`src/rtl/parser_stage_scheduler_if.sv`:
```
// Ingress stream handshake bundle for the parser stage scheduler.
// The master drives the beat and downstream ready; the scheduler (slave) returns s_tready.
interface parser_stage_scheduler_if;
  logic s_tvalid;
  logic s_tready;
  logic s_tuser;
  logic s_tlast;
  logic m_tready;

  modport master (output s_tvalid, s_tuser, s_tlast, m_tready, input s_tready);
  modport slave  (input s_tvalid, s_tuser, s_tlast, m_tready, output s_tready);
endinterface

```
`src/rtl/parser_stage_scheduler.sv`:
```
// Header-parse sequencer: one-hot stage strobes per header beat, payload flag, runt detection.
// Optional statistics counters are built only when PARSER_STATS_EN is defined.
//
// state   | meaning
// IDLE    | waiting for a start-of-packet beat (s_tuser)
// HDR     | loading header stages 1..NUM_STAGES-1, idx = stage owning the next beat
// PAYLOAD | header complete, flagging payload beats until s_tlast
module parser_stage_scheduler #(
  parameter int NUM_STAGES = 4,
  parameter int CNT_W      = 16
) (
  input  logic                  clk,
  input  logic                  rst,
  parser_stage_scheduler_if.slave axis,
  output logic [NUM_STAGES-1:0] stage_en,
  output logic                  payload_en,
  output logic                  hdr_done,
  output logic                  runt_err,
  output logic                  busy,
  output logic [CNT_W-1:0]      pkt_count,
  output logic [CNT_W-1:0]      runt_count
);

  localparam int IDX_W = (NUM_STAGES > 1) ? $clog2(NUM_STAGES) : 1;
  localparam logic [IDX_W-1:0] LAST_IDX = IDX_W'(NUM_STAGES - 1);

  typedef enum logic [1:0] {IDLE, HDR, PAYLOAD} state_t;

  state_t           state, state_nxt;
  logic [IDX_W-1:0] idx, idx_nxt;
  logic             accept;

  assign axis.s_tready = axis.m_tready & ~rst;
  assign accept        = axis.s_tvalid & axis.s_tready;
  assign busy          = ~rst & (state != IDLE);

  always_ff @(posedge clk) begin
    if (rst) begin
      state <= IDLE;
      idx   <= '0;
    end else begin
      state <= state_nxt;
      idx   <= idx_nxt;
    end
  end

  always_comb begin
    state_nxt  = state;
    idx_nxt    = idx;
    stage_en   = '0;
    payload_en = 1'b0;
    hdr_done   = 1'b0;
    runt_err   = 1'b0;
    if (accept) begin
      case (state)
        IDLE: begin
          if (axis.s_tuser) begin
            stage_en[0] = 1'b1;
            if (NUM_STAGES == 1) begin
              hdr_done  = 1'b1;
              state_nxt = axis.s_tlast ? IDLE : PAYLOAD;
            end else if (axis.s_tlast) begin
              runt_err = 1'b1;
            end else begin
              state_nxt = HDR;
              idx_nxt   = IDX_W'(1);
            end
          end
        end
        HDR: begin
          stage_en[idx] = 1'b1;
          if (idx == LAST_IDX) begin
            hdr_done  = 1'b1;
            idx_nxt   = '0;
            state_nxt = axis.s_tlast ? IDLE : PAYLOAD;
          end else if (axis.s_tlast) begin
            runt_err  = 1'b1;
            idx_nxt   = '0;
            state_nxt = IDLE;
          end else begin
            idx_nxt = idx + IDX_W'(1);
          end
        end
        PAYLOAD: begin
          payload_en = 1'b1;
          if (axis.s_tlast) state_nxt = IDLE;
        end
        default: begin
          state_nxt = IDLE;
          idx_nxt   = '0;
        end
      endcase
    end
  end

`ifdef PARSER_STATS_EN
  // Saturating counters: a stuck-at-max count is more useful than a wrapped one.
  always_ff @(posedge clk) begin
    if (rst) begin
      pkt_count  <= '0;
      runt_count <= '0;
    end else begin
      if (hdr_done && (pkt_count != '1))  pkt_count  <= pkt_count + CNT_W'(1);
      if (runt_err && (runt_count != '1)) runt_count <= runt_count + CNT_W'(1);
    end
  end
`else
  assign pkt_count  = '0;
  assign runt_count = '0;
`endif

endmodule
```
`src/flat_wrapper.sv`:
```
// flat-port wrapper written by rule: the top's interface ports become plain ports
module parser_stage_scheduler_flat 
#(
  parameter int NUM_STAGES = 4,
  parameter int CNT_W      = 16
)
  (clk, rst, stage_en, payload_en, hdr_done, runt_err, busy, pkt_count, runt_count, axis_s_tvalid, axis_s_tuser, axis_s_tlast, axis_m_tready, axis_s_tready);
  parser_stage_scheduler_if axis_i ();
  input  logic clk;
  input  logic rst;
  output logic [NUM_STAGES-1:0] stage_en;
  output logic payload_en;
  output logic hdr_done;
  output logic runt_err;
  output logic busy;
  output logic [CNT_W-1:0] pkt_count;
  output logic [CNT_W-1:0] runt_count;
  input wire logic [$bits(axis_i.s_tvalid)-1:0] axis_s_tvalid;
  input wire logic [$bits(axis_i.s_tuser)-1:0] axis_s_tuser;
  input wire logic [$bits(axis_i.s_tlast)-1:0] axis_s_tlast;
  input wire logic [$bits(axis_i.m_tready)-1:0] axis_m_tready;
  output wire logic [$bits(axis_i.s_tready)-1:0] axis_s_tready;
  assign axis_i.s_tvalid = axis_s_tvalid;
  assign axis_i.s_tuser = axis_s_tuser;
  assign axis_i.s_tlast = axis_s_tlast;
  assign axis_i.m_tready = axis_m_tready;
  assign axis_s_tready = axis_i.s_tready;
  parser_stage_scheduler #(.NUM_STAGES(NUM_STAGES), .CNT_W(CNT_W)) u_core (.clk(clk), .rst(rst), .axis(axis_i), .stage_en(stage_en), .payload_en(payload_en), .hdr_done(hdr_done), .runt_err(runt_err), .busy(busy), .pkt_count(pkt_count), .runt_count(runt_count));
endmodule
```
`config.mk`:
```
export PLATFORM = sky130hd
export DESIGN_NAME = parser_stage_scheduler_flat
export DESIGN_NICKNAME = d
export VERILOG_FILES = /design/src/rtl/parser_stage_scheduler_if.sv /design/src/rtl/parser_stage_scheduler.sv /design/src/flat_wrapper.sv
export SDC_FILE = /design/constraint.sdc
export NUM_CORES = 1
export LEC_CHECK = 0
export CAP_MARGIN = 20
export CELL_PAD_IN_SITES_DETAIL_PLACEMENT = 0
export CELL_PAD_IN_SITES_GLOBAL_PLACEMENT = 2
export CORE_ASPECT_RATIO = 0.75
export CORE_MARGIN = 2
export CORE_UTILIZATION = 16
export CTS_CLUSTER_DIAMETER = 200
export CTS_CLUSTER_SIZE = 10
export DETAILED_ROUTE_END_ITERATION = 12
export PLACE_DENSITY = 0.8
export SETUP_SLACK_MARGIN = 0.02
export SLEW_MARGIN = 15
export SYNTH_ARGS = -nofsm -noshare
export SYNTH_HDL_FRONTEND = slang
export SYNTH_SLANG_ARGS = --single-unit
export TNS_END_PERCENT = 5
```
`constraint.sdc`:
```
create_clock -name clk -period 1.75 [get_ports clk]
set_clock_uncertainty 0.15 [all_clocks]
set_input_delay 0.2625 -clock clk [delete_from_list [all_inputs] [get_ports clk]]
set_output_delay 0.2625 -clock clk [all_outputs]
set_load 0.005 [all_outputs]
```
# Yosys cells after proc, flatten, opt, wreduce, memory -nomap -nowiden
# Cells that the tools add are included.
dict set report word_totals {
  ff_bits 4
  inputBits 6
  word_cells 45
}
dict set report op_classes {
  add_sub_neg 1
  n_lt_le_gt_ge 2
  n_eq_ne 5
  mux 25
  n_bitwise 5
  reduce_logical 5
}
# cell count
set ops {}
lappend ops {{2-to-1 mux 2 bit} 7}
lappend ops {{one-hot mux 2 bit (3 select lines)} 2}
lappend ops {{2-to-1 mux 1 bit} 11}
lappend ops {{== test 2 bit (second input constant)} 2}
lappend ops {{2-to-1 mux 4 bit} 1}
lappend ops {{inequality test 2 bit (second input constant)} 2}
lappend ops {{one-hot mux 1 bit (2 select lines)} 2}
lappend ops {{AND reduction 4 bit} 1}
lappend ops {{AND 1 bit} 3}
lappend ops {{less-than comparator 2 x 3 -> 1 bit (second input constant)} 1}
lappend ops {{2-to-1 mux 3 bit} 1}
lappend ops {{AND reduction 3 bit} 1}
lappend ops {{adder 2 x 1 -> 2 bit (second input constant)} 1}
lappend ops {{demux 1 bit (select 2 bit)} 1}
lappend ops {{== test 2 x 1 -> 1 bit (second input constant)} 1}
lappend ops {{>= comparator 2 x 1 -> 1 bit (second input constant)} 1}
lappend ops {{zero test 2 bit} 1}
lappend ops {{inverter 1 bit} 2}
lappend ops {{nonzero test 2 bit} 1}
lappend ops {{logical AND 1 bit} 1}

# Logic depth before layout (Yosys ltp)
# Gate-level depths: netlist (run 1).
dict set report depth {
  word_depth 6
  mapped_depth 4
  depth_no_buf 4
}

# Worst setup path before layout (run 1)
# No wires, ideal clock.
dict set report synth_timing {
  kind {reg2out}
  from {reg u_core.state[0]}
  to {out stage_en[3]}
  arrival_time_ns 1.180
  t_required_ns 1.337
  setup_slack_ns 0.158
  stages_incl_launch_ff 5
  path_cell_list {dfxtp_1 -> clkbuf_1 -> nor3b_1 -> and2_1 -> buf_4}
}
dict set report synth_between {
  elab_chain_len 3
}
# item line
set synth_rtl {}
lappend synth_rtl {{start, declared} parser_stage_scheduler.sv:29} ;# state_t state, state_nxt;
lappend synth_rtl {{start signal, assigned} parser_stage_scheduler.sv:42} ;# state <= state_nxt;
lappend synth_rtl {{== test 2 x 1 -> 1 bit} parser_stage_scheduler.sv:55} ;# case (state)
lappend synth_rtl {{2-to-1 mux 3 bit} parser_stage_scheduler.sv:55}
lappend synth_rtl {{2-to-1 mux 4 bit} parser_stage_scheduler.sv:54} ;# if (accept) begin
lappend synth_rtl {{end, declared} flat_wrapper.sv:11} ;# output logic [NUM_STAGES-1:0] stage_en;
# No other way between the ends.

# Worst setup path after layout (run 1)
dict set report layout_timing {
  from {in rst}
  to {out hdr_done}
}
dict set report layout_between {
  elab_chain_len 4
}
# item line
set layout_rtl {}
lappend layout_rtl {{start, declared} flat_wrapper.sv:10} ;# input logic rst;
lappend layout_rtl {{inverter 1 bit} parser_stage_scheduler.sv:33} ;# assign axis.s_tready = axis.m_tready & ~rst;
lappend layout_rtl {{AND 1 bit} parser_stage_scheduler.sv:33}
lappend layout_rtl {{AND 1 bit} parser_stage_scheduler.sv:34} ;# assign accept = axis.s_tvalid & axis.s_tready;
lappend layout_rtl {{2-to-1 mux 1 bit} parser_stage_scheduler.sv:54}
lappend layout_rtl {{end, declared} flat_wrapper.sv:13} ;# output logic hdr_done;
# No other way between the ends.

==> flow_metrics.tcl, run 1 <==
set metrics [dict create \
    finalNetCount 116 \
    setup_ws_ns 0.0488 \
    worst_path_max_delay_cell "dlygate4sd2_1" \
    p_leak_uw 0.000414 \
    antennaDiodeCount 0 \
    dieArea_sq_um 4280 \
    drive_above_1_share 0.298 \
    yosys.area.top_type "buf_4" \
    numCtsBuffers 3 \
    num_rows 19 \
    netlist_area_sq_um 603 \
    final_antenna_net_count 0 \
    reg2reg_setup_slack_ns 0.10 \
    hp-class "in -> reg" \
    gp_congestion 0.817 \
    critical-path-max-stage-delay_ns 0.25 \
    clk_pin_slew_ns 0.03 \
    p_total_uw 358 \
    r2r-end "u_core.idx[0]$_SDFFE_PP0P_" \
    path_buf_inv 3 \
    io_buffers 14 \
    hold_path_end "u_core.state[0]$_SDFFE_PP0P_" \
    grt_pass1_vias 430 \
    antenna_found_initial 0 \
    route.detailed.wl_per_inst_microns 8.08 \
    cts.sinks 4 \
    die_h_microns 57.2 \
    placed_area_sq_um 766 \
    grt_max_degree 10 \
    fin_crit_sh 0.972 \
    ys_types 24 \
    routed_wl_microns 1260 \
    reg2reg_depth 6 \
    clockBufferDepth 2 \
    outcome "finished clean" \
    grt_overflow_total 0 \
    cellPowerDensity_nw_per_um2 438 \
    worstSetupStartpointType "input pin" \
    slew_violations 0 \
    vias_per_cell 3.28 \
    setup_viol_count_final 0 \
    dp_cells 153 \
    timing.fmax_ghz 0.588 \
    rsz0062_at_grt "yes" \
    post-place-ws_ns -0.579 \
    synth_area_leaders "buf_4 41%, dfxtp_1 13%, ha_1 8.3%" \
    critPathRequiredTime_ns 1.34 \
    ios 47 \
    finalCriticalPeriod_ns 1.70 \
    design_area_sq_um 816 \
    syn2layout_area_growth_pct 35.3 \
    core_area_sq_um 3640 \
    hold_depth 3 \
    clkLatencyLatePin_ns 0.22 \
    syn_inst 78 \
    final_cells 156 \
    die_x_microns 74.9 \
    drt_drc_violations_left 0 \
    cts_tree "built" \
    path_delay_family "buffers and inverters" \
    track_usage 0.0568 \
    ir_worst_vdd_v 0.000245 \
    criticalPathCategory "in -> out" \
    holdCritStartpoint "rst" \
    drt_first_pass_iters 4 \
    hold_viol_final 0 \
    cp_cell_sequence "dlygate4sd2_1 > nand3b_4 > nor3b_2 > buf_4 > and2_4 > clkdlybuf4s15_1" \
    worstPathMaxFanout 4 \
    seq_area_frac_synth 0.133 \
    num_vias 512 \
    post-dp-hpwl_microns 992 \
    synth_warnings 0 \
    fin_util 0.224 \
    grt_first_pass_wirelength_microns 1810 \
    synth-seq-cells 4 \
    cp.arrival_ns 1.29 \
    cts-root-buf "clkbuf_8" \
    maxCapViolations 0 \
    htreeDepth 1 \
    drt_first_iter_violations 25 \
    avgSynthCellArea_sq_um 7.73 \
    r2r_start "u_core.state[0]$_SDFFE_PP0P_" \
    start_util 0.166 \
    end_kind "primary output" \
    synth_top_area_frac 0.411 \
]
==> worst max path at each step <==
stage | start | to | slack, ns | cells after the start
floorplan | u_core.state[0]$_SDFFE_PP0P_ | stage_en[3] | 0.16 | 4
global placement | axis_m_tready | hdr_done | -0.54 | 6
detailed placement | axis_s_tvalid | stage_en[3] | -0.58 | 6
CTS | axis_s_tuser | runt_err | -0.006 | 5
global route | rst | hdr_done | -0.04 | 6
finish | rst | hdr_done | 0.05 | 6
==> state kept, by name, summed over array words and instances, names as in the netlist <==
| name | cells |
|---|---|
| u_core.idx | 2 |
| u_core.state | 2 |
==> power breakdown <==
part | switching, uW | total [uW] | internal (uW)
Clock | 48.4 | 195 | 147
Sequential | 1.02 | 94.1 | 93.1
Combinational | 39.5 | 68.5 | 28.9
==> worst min-delay path: cells and delay by family <==
family	cells	cell delay [ns]
buf+inv	2	0.36
compound gates	1	0.04
==> what timing repair did <==
item / in CTS / in global routing
pin swaps: 1 / 1
endpoints found under the setup margin: 9 / 7
hold buffers: 0 / 0
setup buffers: 0 / 0
gates resized for setup: 25 / 10
endpoints found under the hold margin: 0 / 0
==> layout make-up <==
| class | instances | area (sq um) |
|---|---|---|
| Fill cell | 425 | 2820 |
| Clock buffer | 3 | 41.3 |
| Tap cell | 52 | 65.1 |
| Timing Repair Buffer | 27 | 210 |
| Multi-Input combinational cell | 67 | 405 |
| Inverter | 3 | 11.3 |
| Sequential cell | 4 | 82.6 |
==> Yosys cell counts <==
| cell | number |
|---|---|
| buf_4 | 33 |
| a21oi_1 | 4 |
| dfxtp_1 | 4 |
| ha_1 | 4 |
| nor2_1 | 4 |
| and2_1 | 3 |
| inv_1 | 3 |
| o21ai_0 | 3 |
| nand2_1 | 2 |
| nor2b_1 | 2 |
| nor3_1 | 2 |
| nor3b_1 | 2 |
| a32o_1 | 1 |
| and2b_2 | 1 |
| buf_2 | 1 |
| clkbuf_1 | 1 |
| conb_1 | 1 |
| nand3b_4 | 1 |
| nand4b_1 | 1 |
| nor4b_1 | 1 |
| o2111ai_1 | 1 |
| o41ai_1 | 1 |
| or3_1 | 1 |
| or4_1 | 1 |
==> metrics by stage <==
stage / hold slack (ns) / setup TNS (ns)
3_3_place_gp: 0.391 / -4.05
4_1_cts: 0.354 / -0.00635
6_report: 0.348 / 0
3_5_place_dp: 0.405 / -4.25
5_1_grt: 0.373 / -0.0563
2_1_floorplan: 0.182 / 0
==> logic make-up after synthesis <==
family                   synth area share
adder cells (fa/ha/maj)            0.0830
AO/OA/AOI/OAI                       0.104
AND/OR/NAND/NOR                     0.230
other                             0.00622
buffers and inverters               0.444
flip-flops                          0.133
==> layout by cell type (no fill, tap or decap), types with 2 or more instances in the layout <==
cell type        count
nor3_2               2
nor2_1               4
nor3b_2              2
conb_1              32
a21oi_1              4
dfxtp_1              2
dlygate4sd2_1        6
and2_1               2
dfxtp_2              2
buf_2                2
clkbuf_2             2
buf_4               13
inv_1                3
clkdlybuf4s50_1      2
ha_1                 4
clkdlybuf4s15_1      2
o21ai_0              2
clkbuf_8             3
nand2_1              2
==> layer usage <==
layer / global-route usage / vias up / part of all wire
met5: 0 / - / 0
met4: 0.0306 / 0 / 0.024
met3: 0.0265 / 4 / 0.11
met2: 0.0890 / 31 / 0.43
li1: - / 246 / -
met1: 0.0636 / 231 / 0.43
Power figures use the tool's default switching activity.
==> run 2, diff against run 1 <==
==> constraint.sdc (replaced) <==
create_clock -name clk -period 1.6 [get_ports clk]
set_clock_uncertainty 0.15 [all_clocks]
set_input_delay 0.24 -clock clk [delete_from_list [all_inputs] [get_ports clk]]
set_output_delay 0.24 -clock clk [all_outputs]
set_load 0.005 [all_outputs]
==> run 2 against run 1 <==
Via count up 0.39%. Combinational power up 13%. Hold slack worse by 0.16 ns. Wire length up 0.95%. Critical path depth down 1. Core utilization up 0.69 points. Non-clock buffer count up 3. Count of clock-buffer cells in the layout unchanged. Flip-flop and latch count unchanged.
==> flow_metrics.tcl, run 2 (synthesis results as in run 1) <==
set metrics [dict create \
    outcome "finished clean" \
    multi_input_area_sq_um 405 \
    die_h_microns 57.2 \
    antenna_found_initial 0 \
    drive_above_1_share 0.374 \
    core_area_sq_um 3640 \
    crit_top_cell "nor2_1" \
    grt_pass1_vias 466 \
    p_leak_uw 0.000424 \
    criticalPathCategory "reg -> out" \
    post-dp-hpwl_microns 1050 \
    num_vias 514 \
    final_cell_mix "32 x conb_1, 15 x buf_4, 6 x buf_2" \
    cellPowerDensity_nw_per_um2 462 \
    ios 47 \
    reg2reg_depth 6 \
    design_area_sq_um 841 \
    finalNetCount 119 \
    path_delay_family "buffers and inverters" \
    placed_area_sq_um 781 \
    reg_top3 "u_core.idx (2), u_core.state (2)" \
    grt_max_degree 10 \
    setup_ws_ns 0.0305 \
    fillers 402 \
    num_rows 19 \
    cp.depth 5 \
    antennaDiodeCount 0 \
    cts-root-buf "clkbuf_8" \
    worstSetupStartpointType "register" \
    numCtsBuffers 3 \
    cp-startpoint "u_core.state[0]$_SDFFE_PP0P_" \
    slew_violations 0 \
    critPathRequiredTime_ns 1.21 \
    gp_congestion 0.807 \
    drt_first_pass_iters 3 \
    maxCapViolations 0 \
    clockBufferDepth 2 \
    cts_tree "built" \
    syn2layout_area_growth_pct 39.4 \
    clk_pin_slew_ns 0.03 \
    end_kind "primary output" \
    post-place-ws_ns -0.668 \
    start_util 0.166 \
    die_x_microns 74.9 \
    hold_viol_final 0 \
    io_buffers 14 \
    drt_first_iter_violations 19 \
    hold_slack_ns 0.190 \
    rsz0062_at_grt "yes" \
    cp_cell_sequence "buf_6 > buf_4 > nor2_1 > nor2_1 > dlygate4sd2_1" \
    track_usage 0.0607 \
    htreeDepth 1 \
    path_buf_inv 3 \
    critical-path-max-stage-delay_ns 0.32 \
    route.detailed.wl_per_inst_microns 8.01 \
    final_antenna_net_count 0 \
    holdCritStartpoint "rst" \
    cts_hold_buffers 0 \
    hp-class "in -> reg" \
    finalCriticalPeriod_ns 1.57 \
    worstPathMaxFanout 5 \
    routed_wl_microns 1270 \
    hold_depth 3 \
    cts.sinks 4 \
    grt_overflow_total 0 \
    clkLatencyLatePin_ns 0.21 \
    ir_worst_vdd_v 0.000134 \
    worst_path_max_delay_cell "dfxtp_2" \
    setup_viol_count_final 0 \
    vias_per_cell 3.23 \
    drt_drc_violations_left 0 \
    seq_area_sq_um 83.8 \
    p_total_uw 388 \
    layout_commonest_cell "conb_1" \
    timing.fmax_ghz 0.637 \
    cp.arrival_ns 1.18 \
    grt_first_pass_wirelength_microns 1970 \
    dieArea_sq_um 4280 \
    fin_crit_sh 0.981 \
    r2r_start "u_core.state[0]$_SDFFE_PP0P_" \
]
-- run 2: timing repair --
| item | 4_1_cts | 5_1_grt |
|---|---|---|
| pin swaps | 2 | 3 |
| resized for setup | 47 | 6 |
| setup endpoints to repair | 12 | 8 |
| cloned | 0 | 0 |
| setup buffers | 1 | 0 |
| hold endpoints to repair | 0 | 0 |
-- run 2: worst paths after layout --
path | endpoint | slack [ns]
min reg2reg | u_core.idx[1]$_SDFFE_PP0P_ | 0.38
max reg2reg | u_core.idx[0]$_SDFFE_PP0P_ | 0.05
max | busy | 0.03
min | u_core.state[0]$_SDFFE_PP0P_ | 0.19
-- run 2: metrics by stage --
stage	util	TNS, ns	cells
2_1_floorplan	-	0	109
3_3_place_gp	0.215	-5.43	155
3_5_place_dp	0.215	-5.60	155
4_1_cts	0.230	0	159
5_1_grt	0.231	-0.115	159
6_report	0.231	0	159
-- run 2: layer usage --
metal	vias up	wire, microns	track usage
li1	251	-	-
met1	234	481	0.0698
met2	29	622	0.0965
met3	0	169	0.0247
met4	0	0	0.0306
met5	-	0	0
-- run 2: power breakdown --
group,switching [uW],internal [uW]
clock network,47.6,160
registers,1.15,102
logic,43.1,34.4
total,91.9,296
-- run 2: final cells by class --
class | count | share of cell area
multi-input cells | 67 | 0.482
repair buffers | 30 | 0.278
flip-flops and latches | 4 | 0.0997
well taps | 52 | 0.0774
clock buffers | 3 | 0.0491
inverters | 3 | 0.0134
-- run 2: worst register-to-register path, delay by kind of cell (launching register included) --
| kind | cells | cell delay (ns) |
|---|---|---|
| buf+inv | 3 | 0.43 |
| compound gates | 2 | 0.17 |
| flops | 1 | 0.32 |
| simple gates | 1 | 0.37 |
